<file path="config.mk">
export PLATFORM = sky130hd
export DESIGN_NAME = mem_arbiter
export DESIGN_NICKNAME = d
export VERILOG_FILES = /design/src/rtl/mem_arbiter_pkg.sv /design/src/rtl/rr_pick2.sv /design/src/rtl/mem_arbiter.sv
export SDC_FILE = /design/constraint.sdc
export NUM_CORES = 1
export LEC_CHECK = 0
export BUFFER_PORTS_ARGS = -buffer_cell sky130_fd_sc_hd__buf_2
export CAP_MARGIN = 20
export CORE_MARGIN = 5
export CORE_UTILIZATION = 47
export CTS_CLUSTER_SIZE = 40
export DETAILED_ROUTE_END_ITERATION = 10
export GPL_TIMING_DRIVEN = 1
export HOLD_SLACK_MARGIN = 0.06
export PLACE_DENSITY = 0.95
export SETUP_SLACK_MARGIN = 0.02
export SLEW_MARGIN = 10
export SYNTH_ARGS = -nofsm -noshare
export SYNTH_HDL_FRONTEND = slang
export SYNTH_SLANG_ARGS = --single-unit
</file>
<file path="constraint.sdc">
create_clock -name clk -period 5.65 [get_ports clk]
set_clock_uncertainty 0.2 [all_clocks]
set_input_delay 1.13 -clock clk [delete_from_list [all_inputs] [get_ports clk]]
set_output_delay 1.13 -clock clk [all_outputs]
set_load 0.1 [all_outputs]
</file>
<file path="src/rtl/mem_arbiter_pkg.sv">
// Shared types for the unified-memory arbiter.
// FSM states, requester encoding and the default memory depth.
package mem_arbiter_pkg;

  typedef enum logic [1:0] {
    IDLE  = 2'd0,
    ISSUE = 2'd1,
    RESP  = 2'd2
  } state_t;

  typedef enum logic {
    FETCH = 1'b0,
    DATA  = 1'b1
  } owner_t;

  localparam int MEM_DEPTH_DEF = 200;

  function automatic owner_t other_of(input owner_t o);
    return (o == FETCH) ? DATA : FETCH;
  endfunction

endpackage

</file>
<file path="src/rtl/rr_pick2.sv">
// Two-way round-robin picker: a tie goes to the
// requester that was not granted last.
module rr_pick2
  import mem_arbiter_pkg::*;
(
  input  logic [1:0] reqs,
  input  owner_t     last_grant,
  output owner_t     grant
);

  // reqs[0] = fetch, reqs[1] = data
  always_comb begin
    grant = FETCH;
    unique case (reqs)
      2'b01:   grant = FETCH;
      2'b10:   grant = DATA;
      2'b11:   grant = other_of(last_grant);
      default: grant = FETCH;
    endcase
  end

endmodule

</file>
<file path="src/rtl/mem_arbiter.sv">
// Fetch/data arbiter and sequencer for the single-port
// unified memory: IDLE -> ISSUE -> RESP per access.
module mem_arbiter
  import mem_arbiter_pkg::*;
#(
  parameter int ADDR_W    = 32,
  parameter int DATA_W    = 32,
  parameter int MEM_DEPTH = MEM_DEPTH_DEF
) (
  input  logic              clk,
  input  logic              reset,
  input  logic              if_req,
  input  logic [ADDR_W-1:0] if_addr,
  output logic              if_valid,
  output logic [DATA_W-1:0] if_rdata,
  input  logic              d_req,
  input  logic              d_we,
  input  logic [ADDR_W-1:0] d_addr,
  input  logic [DATA_W-1:0] d_wdata,
  output logic              d_valid,
  output logic [DATA_W-1:0] d_rdata,
  output logic              err,
  output logic [ADDR_W-1:0] mem_adress,
  output logic [DATA_W-1:0] mem_data,
  output logic              mem_read,
  output logic              mem_write,
  input  logic [DATA_W-1:0] mem_out
);

  state_t state, state_n;
  owner_t owner, last_grant;
  owner_t pick, cap_sel;

  logic              cap;
  logic              we;
  logic              err_pending;
  logic              in_range;
  logic              other_req;
  logic [ADDR_W-1:0] addr;
  logic [DATA_W-1:0] wdata;
  logic [DATA_W-1:0] resp_data;

  rr_pick2 u_pick (
    .reqs       ({d_req, if_req}),
    .last_grant (last_grant),
    .grant      (pick)
  );

  assign in_range  = addr < ADDR_W'(MEM_DEPTH);
  assign other_req = (owner == DATA) ? if_req : d_req;
  assign resp_data = (we || err_pending) ? '0 : mem_out;

  always_ff @(posedge clk or posedge reset) begin
    if (reset) state <= IDLE;
    else       state <= state_n;
  end

  // The owner is never re-granted from RESP; only the
  // other side can chain straight into a new ISSUE.
  always_comb begin
    state_n = state;
    cap     = 1'b0;
    cap_sel = FETCH;
    unique case (state)
      IDLE: begin
        if (if_req || d_req) begin
          cap     = 1'b1;
          cap_sel = pick;
          state_n = ISSUE;
        end
      end
      ISSUE: state_n = RESP;
      RESP: begin
        if (other_req) begin
          cap     = 1'b1;
          cap_sel = other_of(owner);
          state_n = ISSUE;
        end else begin
          state_n = IDLE;
        end
      end
      default: state_n = IDLE;
    endcase
  end

  always_ff @(posedge clk or posedge reset) begin
    if (reset) begin
      owner       <= FETCH;
      last_grant  <= FETCH;
      addr        <= '0;
      we          <= 1'b0;
      wdata       <= '0;
      err_pending <= 1'b0;
    end else begin
      if (cap) begin
        owner <= cap_sel;
        addr  <= (cap_sel == DATA) ? d_addr : if_addr;
        we    <= (cap_sel == DATA) && d_we;
        wdata <= (cap_sel == DATA) ? d_wdata : '0;
      end
      if (state == ISSUE) begin
        last_grant  <= owner;
        err_pending <= !in_range;
      end else if (state == RESP) begin
        err_pending <= 1'b0;
      end
    end
  end

  always_comb begin
    if_valid   = 1'b0;
    if_rdata   = '0;
    d_valid    = 1'b0;
    d_rdata    = '0;
    err        = 1'b0;
    mem_adress = '0;
    mem_data   = '0;
    mem_read   = 1'b0;
    mem_write  = 1'b0;
    unique case (state)
      ISSUE: begin
        mem_adress = addr;
        if (in_range) begin
          mem_read  = !we;
          mem_write = we;
          mem_data  = wdata;
        end
      end
      RESP: begin
        err = err_pending;
        if (owner == DATA) begin
          d_valid = 1'b1;
          d_rdata = resp_data;
        end else begin
          if_valid = 1'b1;
          if_rdata = resp_data;
        end
      end
      default: ;
    endcase
  end

endmodule

</file>
[After elaboration in Yosys (flattened, before gate mapping)]
Cells that the tools add are included.
Word-level totals
  bits in latches: 0
  output and inout bits: 133
  memory bits (read-only): 0
  bits of input ports: 133
  register bits: 70
  word-level logic and storage cells: 53
  RAM bits: 0
  memories: 0
Cells by class
  reduce and logical (&&, ||, !) cells: 7
  divide/modulo/power cells: 0
  multiplexer cells: 33
  eq/ne operators: 5
  bitwise gates (word level): 0
  order comparisons: 1
  multiply operators: 0
  add/sub/neg operators: 0
  shift-type cells: 0
Operators by type and width (count)
  $mux 32: 10
  $lt 32x8->1 const B: 1
  $mux 1: 18
  $eq 2x2->1 const B: 3
  $pmux 1 s2: 3
  $pmux 2 s3: 1
  $eq 2x1->1 const B: 1
  $logic_not 1->1: 2
  $logic_not 2->1: 1
  $logic_or 1x1->1: 2
  $mux 2: 1
  $ne 2x2->1 const B: 1
  $reduce_bool 2->1: 1
  $logic_and 1x1->1: 1

[Longest topological paths before layout]
Gate-level depths: netlist of run 1.
  word-level depth: 5
  gate-level depth with buffers: 8
  mapped depth without buffers: 6

[Hierarchy]
From an unflattened synthesis of run 1, not the netlist that was laid out.
Second synthesis, totals
  cell total of the unflattened synthesis: 365
  area total of the unflattened synthesis: 4071.4 um^2
Modules (own cells, without submodules)
  mem_arbiter: times used 1, area an instance 4060.1 um^2, cells an instance 364, sequential area each 1751.7 um^2
  rr_pick2: times used 1, area an instance 11.3 um^2, cells an instance 1, sequential area each 0.0 um^2

[Least setup slack after synthesis of run 1]
OpenSTA, ideal clock, no wires.
  kind: register -> output
  start: reg state[1]
  end: out mem_read
  required time: 4.320 ns
  stages on the path, launching flop included: 6
  setup slack: 0.506 ns
  arrival time: 3.814 ns
  cell sequence: dfrtp_1 > inv_1 > ha_1 > clkbuf_1 > inv_1 > nor4_1
Between the ends
  longest elaborated chain between the ends: 2
RTL lines
  from (decl): RTL line mem_arbiter.sv:30  | state_t state, state_n;
  from (signal assigned): RTL line mem_arbiter.sv:55  | else state <= state_n;
  $eq 2x1->1: RTL line mem_arbiter.sv:120  | unique case (state)
  $mux 1: RTL line mem_arbiter.sv:120
  to (decl): RTL line mem_arbiter.sv:25  | output logic mem_read,
No other way between the ends.

[Final worst setup path of run 1]
  start: reg state[0]
  end: out d_rdata[11]
Between the ends
  longest elaborated chain between the ends: 2
RTL lines
  $eq 2x2->1: RTL line mem_arbiter.sv:120
  $mux 32: RTL line mem_arbiter.sv:120
  to (decl): RTL line mem_arbiter.sv:21  | output logic [DATA_W-1:0] d_rdata,
No other way between the ends.

==> impl_metrics.toml, run 1 <==
[run_status]
status = "completed"

[power_and_ir_drop]
seqPwrFrac_pct = 25.4
p_leak_nw = 3.39
p_comb_share_pct = 64.0
peakVddDrop_mv = 0.485
intPower_mw = 1.67
power_density_nw_per_um2 = 627
switching_power_mw = 2.01
pwr-share-clk_pct = 10.6
p_sw_share_pct = 54.7
power.total_mw = 3.67

[place]
dpl-instance-area_um2 = 5620
place_congestion = 0.830
post-dp-hpwl_um = 9710
dp.cells = 718
port_buffers = 265
place_ws_ns = 1.70

[global_routing]
antenna_found_initial = 0
grt_pass1_vias = 3911
grt_max_degree = 71
grt_pass1_wl_um = 19700
grt_usage_pct = 21.8
gr-total-overflow = 0

[detailed_routing]
drc = 0
drtPass1Iterations = 4
dr_wl_met3_um = 1080
ant_nets = 0
num_vias = 3710
finalWirelength_um = 12400
top_layer = "met4"
route.met2.wl_um = 6410
drt_iter0_drc = 140
wl_met1_um = 4740
drt-wirelength-per-cell_um = 16.8
viasPerCell = 5.03

[logic_synthesis]
yosys-top-cells-area = "dfrtp_1 (41%), mux2_4 (21%), and2_1 (19%)"
synth_edf_count = 0
synth-xor-area-share_pct = 0
synth_compound_area_share_pct = 9.33
synth_cells = 368
synth_nets = 505
synth-seq-cells = 70
synth_cell_types = 30
yosysWarnings = 0
synth_ff_type = "dfrtp_1"
synth_area_um2 = 4280
syn_area_per_cell_um2 = 11.6
synth_fa_ha_area_share_pct = 1.17
ys_seq_area_share_pct = 41.0
yosys.area.top_type = "dfrtp_1"
synth_top_area_share_pct = 41.0
synthSimpleGateAreaFrac_pct = 21.7
synth_mux_area_share_pct = 22.6
synth_top_family_by_area = "multiplexers"
async_flop_share_pct = 100

[clocking]
path_clk_slew_ns = 0.08
clock-sinks = 70
root_buffer = "clkbuf_8"
cts_resized = 0
cts_buffers = 9
cts_tree = "done"
h-tree-depth = 3
holdBufCountCts = 0
clk-insertion-delay-late_ns = 0.34
post-cts-setup-buffers = 0
cts_max_path_buffers = 2

[timing]
slew_violations = 0
setup_slack_ns = 1.71
hold_slack_ns = 0.294
finalHoldViolCount = 0
slew_headroom_pct = 29.7
fin_crit_sh_pct = 69.7
period_minus_slack_ns = 3.94
tns_ns = 0
setup_violations = 0
clock.fmax_mhz = 254
rsz0062_at_grt = "false"
tightest_slew_ns = 1.05

[layout]
final_cells = 737
final_core_util_pct = 66.6
layout_commonest_cell = "buf_2"
fill_cells = 650
layout_common_cells = "buf_2 (265), and2_1 (130), dfrtp_1 (70), mux2_4 (60), a22o_1 (33)"
area.growth.synth_to_final_pct = 37.1
nNetsFinal = 761
diodes = 0
drive_gt1_share_pct = 57.7
final_area_um2 = 5860

[die]
die_x_um = 105
io-pin-count = 266
die_y_um = 105
fp-row-count = 34
die-area_um2 = 11100
core_area_um2 = 8810
start_util_pct = 48.6

[critical_path]
cp_data_arrival_time_ns = 2.61
critPathLaunchType = "register"
cp.required_ns = 4.32
crit_fanout = 32
path_class = "reg2out"
worstSetupEndpointType = "primary output"
rr_startpoint = "state[0]$_DFFE_PP0P_"
r2r_setup_slack_ns = 2.97
ff2ff_path_depth = 6
r2r_end = "addr[7]$_DFFE_PP0P_"

[min_path]
hp-class = "reg2reg"
min_to = "wdata[3]$_DFFE_PP0P_"
worstHoldStart = "wdata[3]$_DFFE_PP0P_"
whs_path_depth = 1

[flow_run]
drv_cap = 0
## synth_stat cells (2+ instances only)
library cell,n
inv_1,6
mux2_4,60
buf_2,7
a22o_1,33
nor2_1,2
buf_6,6
dfrtp_1,70
clkbuf_2,3
clkbuf_1,11
ha_1,4
o21ai_0,4
and2_1,130
nand2_1,3
mux2_2,5
o311ai_0,2
nor4_1,8
## worst max-delay path by stage
stage               slack [ns]  cells after the start                  from      endpoint
global route              1.47                      6  state[0]$_DFFE_PP0P_   d_rdata[15]
CTS                       1.31                      7  state[1]$_DFFE_PP0P_  mem_data[21]
detailed placement        1.70                      7  state[1]$_DFFE_PP0P_  mem_data[21]
floorplan                 0.51                      5  state[1]$_DFFE_PP0P_      mem_read
global placement          1.94                      7  state[1]$_DFFE_PP0P_  mem_data[28]
finish                    1.71                      6  state[0]$_DFFE_PP0P_   d_rdata[11]
## logic make-up (layout without fill, tap and decap cells)
logic type	count (synthesis)	count (layout)
buf+inv	33	294
fa+ha+maj	4	4
simple gates	149	149
mux	66	66
compound gates	46	46
flops	70	70
## state kept, by name (all words and copies together), names as in the netlist
| register | flops |
|---|---|
| we | 1 |
| owner | 1 |
| err_pending | 1 |
| last_grant | 1 |
| state | 2 |
| wdata | 32 |
| addr | 32 |
## area by class of cell
| type | instances | area (µm²) | share of cell area, % |
|---|---|---|---|
| repair buffers | 272 | 1400 | 23.9 |
| flip-flops and latches | 70 | 1750 | 29.9 |
| clock buffers | 10 | 138 | 2.35 |
| well taps | 108 | 135 | 2.30 |
| clock inverters | 6 | 52.6 | 0.896 |
| multi-input cells | 265 | 2360 | 40.3 |
| inverters | 6 | 22.5 | 0.384 |
## routing by layer
metal	global-route usage, %	up-vias
met5	0	-
met1	25.5	1739
met2	39.1	184
li1	-	1774
met3	6.48	13
met4	5.62	0
## worst max-delay path, cell delays in order (launching register included)
cell	delay, ns
dfrtp_1	0.42
inv_1	0.09
ha_1	0.17
and2_2	0.17
nor3b_4	0.73
and2_1	0.24
buf_2	0.43
## power by group through the flow
stage	Sequential, mW	Clock (mW)	Combinational [mW]
2_1_floorplan	0.866	0	2.03
3_3_place_gp	0.922	0	2.27
3_5_place_dp	0.937	0	2.33
4_1_cts	0.930	0.397	2.33
5_1_grt	0.964	0.424	2.45
6_report	0.934	0.389	2.35
Note: power is estimated with default switching activity, not from simulation.
==> run 2: changes to the inputs <==
Settings changed: CORE_UTILIZATION 47 to 44, PLACE_DENSITY 0.95 to 0.93.
Clock period 5.65 ns to 4 ns, I/O delays scaled along.
==> run 2 against run 1 <==
  * Via count is 1.2% higher
  * Cell area rose by 9.9%
  * Register-to-register slack got worse by 1.5 ns
  * Worst hold slack got worse by 0.00056 ns
  * Wire length grew 5.8%
  * Critical path type unchanged
  * Cell count rose by 3.7%
  * Non-clock buffer count is 2 higher
  * Die area is 6.2% higher
==> impl_metrics.toml, run 2 (synthesized netlist as in run 1, its figures left out) <==
[die]
die_x_um = 109
start_util_pct = 44.4
fp-row-count = 36
die-area_um2 = 11800
io-pin-count = 266
core_area_um2 = 9640
die_y_um = 109

[place]
place_ws_ns = 0.821
place_congestion = 0.738
dpl-instance-area_um2 = 6190
port_buffers = 265
post-dp-hpwl_um = 10700

[critical_path]
path_cells = "inv_1 -> ha_1 -> and2_2 -> nor3b_2 -> buf_4 -> and2_1 -> buf_2"
cpMaxStageDelayCell = "nor3b_2"
cp_data_arrival_time_ns = 2.61
cp_top_family = "buffers and inverters"
critPathLaunchType = "register"
ff2ff_path_depth = 7
cp.buffers_inverters = 3
worstSetupEndpointType = "primary output"
crit_fanout = 20
path_class = "reg2out"
cp.required_ns = 3.00
r2r_setup_slack_ns = 1.44
max_stage_delay_ns = 0.51
r2r_end = "addr[20]$_DFFE_PP0P_"
rr_startpoint = "state[0]$_DFFE_PP0P_"

[global_routing]
grt_pass1_vias = 4103
grt_usage_pct = 21.9
gr-total-overflow = 0
antenna_found_initial = 1
grt_max_degree = 46
grt_pass1_wl_um = 20200

[detailed_routing]
finalWirelength_um = 13100
drt_iter0_drc = 161
num_vias = 3754
ant_nets = 0
drt-wirelength-per-cell_um = 17.2
drc = 0
drtPass1Iterations = 4
viasPerCell = 4.91

[clocking]
post-cts-setup-buffers = 0
h-tree-depth = 3
clock-sinks = 70
path_clk_slew_ns = 0.08
clk-insertion-delay-late_ns = 0.34
cts_tree = "done"
root_buffer = "clkbuf_8"
cts_max_path_buffers = 2
cts_resized = 0
holdBufCountCts = 0
cts_buffers = 9

[run_status]
status = "completed"

[timing]
clock.fmax_mhz = 277
slew_headroom_pct = 40.6
finalHoldViolCount = 0
slew_violations = 0
tns_ns = 0
rsz0062_at_grt = "false"
fin_crit_sh_pct = 90.2
period_minus_slack_ns = 3.61
hold_slack_ns = 0.293
setup_violations = 0
setup_slack_ns = 0.393
tightest_slew_ns = 0.890

[flow_run]
drv_cap = 0

[layout]
layout_commonest_cell = "buf_2"
layout_common_cells = "buf_2 (232), and2_1 (129), dfrtp_1 (70), mux2_4 (60)"
final_area_um2 = 6440
area.growth.synth_to_final_pct = 50.7
largestRegisters = "addr x32, wdata x32, state x2"
nNetsFinal = 763
drive_gt1_share_pct = 58.2
diodes = 0

[power_and_ir_drop]
power_density_nw_per_um2 = 820
p_leak_nw = 3.51
peakVddDrop_mv = 0.687

[min_path]
worstHoldStart = "wdata[14]$_DFFE_PP0P_"
hp-class = "reg2reg"
whs_path_depth = 1
min_to = "wdata[14]$_DFFE_PP0P_"
## run 2: cell type report
type	count	area, µm²
Fill cell	755	3200
Multi-Input combinational cell	265	2360
Timing Repair Buffer	274	1910
Sequential cell	70	1750
Tap cell	133	166
Clock buffer	9	124
Clock inverter	7	105
Inverter	6	22.5
## run 2: power breakdown
group / switching [mW] / internal [mW] / leakage, nW
registers: 0.255 / 1.06 / 0.868
clock network: 0.284 / 0.361 / 0.112
logic: 2.30 / 1.03 / 2.53
total: 2.84 / 2.45 / 3.51
## run 2: worst max path at each step
stage	start	to	slack (ns)	depth (start not counted)
5_1_grt	state[0]$_DFFE_PP0P_	d_rdata[12]	0.21	7
2_1_floorplan	state[1]$_DFFE_PP0P_	mem_read	0.35	5
6_report	state[0]$_DFFE_PP0P_	d_rdata[12]	0.39	7
3_5_place_dp	state[0]$_DFFE_PP0P_	d_rdata[12]	0.82	7
3_3_place_gp	addr[5]$_DFFE_PP0P_	mem_data[8]	0.89	6
4_1_cts	state[0]$_DFFE_PP0P_	d_rdata[12]	0.44	7
## run 2: through the flow
| step | power, mW | instances | utilization, % |
|---|---|---|---|
| 3_3_place_gp | 4.52 | 747 | 64.2 |
| 4_1_cts | 5.30 | 763 | 66.5 |
| 6_report | 5.28 | 764 | 66.8 |
| 3_5_place_dp | 4.63 | 747 | 64.2 |
| 2_1_floorplan | 4.09 | 368 | - |
| 5_1_grt | 5.53 | 764 | 66.8 |
## run 2: worst reg2reg max path: stages (launching register included)
cell	delay [ns]
dfrtp_1	0.41
inv_1	0.09
ha_1	0.23
nor2b_2	0.19
o21ai_4	0.15
buf_4	0.48
mux2_2	0.44
mux2_2	0.27
## run 2: metal layers
metal  wire length, µm  GRT usage [%]  up-vias
met5                12              0        -
met4               145           6.40        2
met3               884           4.84       15
met2              6980           39.6      138
met1              5110           26.0     1819
li1                  -              -     1780
==> run 3: changes to the inputs <==
Clock period 4 ns to 3.6 ns, I/O delays scaled along.
==> run 3 against run 2 <==
  * Setup slack lost 0.061 ns
  * Worst hold slack gained 0.0032 ns
  * Die area is the same
  * Sequential cell count is the same
  * Register-to-register slack lost 0.56 ns
  * First-iteration DRC count grew 2.5%
  * Global-route usage shrank 0.099 points
==> impl_metrics.toml, run 3 (synthesized netlist as in run 1, its figures left out) <==
[clocking]
cts_tree = "done"
path_clk_slew_ns = 0.08
h-tree-depth = 3
cts_max_path_buffers = 2
post-cts-setup-buffers = 0
cts_resized = 0
holdBufCountCts = 0
clk-insertion-delay-late_ns = 0.35
clock-sinks = 70
root_buffer = "clkbuf_8"
cts_buffers = 9

[layout]
final_core_util_pct = 66.2
fill_cells = 776
nNetsFinal = 764
diodes = 0
layout_common_cells = "buf_2 (232), and2_1 (130), dfrtp_1 (70), mux2_4 (60)"
area.growth.synth_to_final_pct = 49.2
largestRegisters = "addr x32, wdata x32, state x2"
drive_gt1_share_pct = 58.1
layout_commonest_cell = "buf_2"

[global_routing]
antenna_found_initial = 0
grt_pass1_wl_um = 20100
grt_usage_pct = 21.8
grt_max_degree = 71
gr-total-overflow = 0
grt_pass1_vias = 3968

[critical_path]
critPathLaunchType = "register"
r2r_setup_slack_ns = 0.88
worstSetupEndpointType = "primary output"
r2r_end = "addr[7]$_DFFE_PP0P_"
cp.required_ns = 2.68
startpoint = "addr[26]$_DFFE_PP0P_"
path_class = "reg2out"
cp_data_arrival_time_ns = 2.35
rr_startpoint = "state[0]$_DFFE_PP0P_"
ff2ff_path_depth = 7
crit_fanout = 33
worstSetupEndpoint = "mem_data[29]"

[min_path]
hp-class = "reg2reg"

[timing]
tns_ns = 0
fin_crit_sh_pct = 90.8
period_minus_slack_ns = 3.27
rsz0062_at_grt = "false"
slew_violations = 0
setup_violations = 0
hold_slack_ns = 0.297
slew_headroom_pct = 42.5
tightest_slew_ns = 0.863
clock.fmax_mhz = 306
finalHoldViolCount = 0

[run_status]
status = "completed"

[detailed_routing]
drt_iter0_drc = 165
drc = 0
ant_nets = 0
drtPass1Iterations = 4
drt-wirelength-per-cell_um = 17.3
finalWirelength_um = 13200
num_vias = 3758
viasPerCell = 4.91

[place]
port_buffers = 265
post-dp-hpwl_um = 10800
place_congestion = 0.744

[die]
start_util_pct = 44.4
core_area_um2 = 9640
io-pin-count = 266
fp-row-count = 36
die_x_um = 109
die-area_um2 = 11800
die_y_um = 109

[power_and_ir_drop]
p_leak_nw = 3.47
peakVddDrop_mv = 0.852
power.total_mw = 5.72
power_density_nw_per_um2 = 896

[flow_run]
drv_cap = 0
[run 3: cell count changes in the layout (fill, tap and decap cells not counted)]
cell        delta
clkinvlp_4     +3
inv_8          -1
bufinv_16      -2
buf_4          +2
buf_16         -1
and2_2         -1
and2_1         +1
[run 3: layer usage]
metal | track usage, % | up-vias | share of wire [%]
met5 | 0 | - | 0
met4 | 5.86 | 0 | 1.4
met3 | 5.43 | 16 | 6.6
met2 | 38.6 | 165 | 52
met1 | 26.4 | 1798 | 40
li1 | - | 1779 | -
[run 3: how the worst min path moves through the flow]
stage,cells after the start,to,from
after global routing,1,wdata[14]$_DFFE_PP0P_,wdata[14]$_DFFE_PP0P_
after detailed placement,1,wdata[6]$_DFFE_PP0P_,wdata[6]$_DFFE_PP0P_
after CTS,1,wdata[15]$_DFFE_PP0P_,wdata[15]$_DFFE_PP0P_
final,1,wdata[15]$_DFFE_PP0P_,wdata[15]$_DFFE_PP0P_
after global placement,1,wdata[27]$_DFFE_PP0P_,wdata[27]$_DFFE_PP0P_
after floorplan,1,wdata[10]$_DFFE_PP0P_,wdata[10]$_DFFE_PP0P_
[run 3: through the flow]
stage / setup slack (ns) / area [µm²] / instances
after floorplan: 0.0260 / 4280 / 368
after global placement: 0.677 / 6200 / 749
after detailed placement: 0.670 / 6200 / 749
after CTS: 0.281 / 6380 / 765
after global routing: 0.116 / 6380 / 765
final: 0.332 / 6380 / 765
[run 3: worst max-delay path, stage by stage (launching register included)]
cell	delay, ns
dfrtp_1	0.40
nor4_1	0.48
nand3_1	0.26
nor3_2	0.15
buf_4	0.27
and2_1	0.25
buf_12	0.20
[run 3: where the power goes]
part	leakage [nW]	internal (mW)	switching [mW]
sequential	0.868	1.18	0.293
combinational	2.52	1.13	2.54
clock	0.0785	0.255	0.313
[run 3: layout make-up]
class | count | area [µm²] | area share, %
inverters | 6 | 22.5 | 0.353
repair buffers | 275 | 1900 | 29.7
multi-input cells | 265 | 2360 | 37.0
clock buffers | 9 | 124 | 1.94
well taps | 133 | 166 | 2.61
flip-flops and latches | 70 | 1750 | 27.5
clock inverters | 7 | 56.3 | 0.882
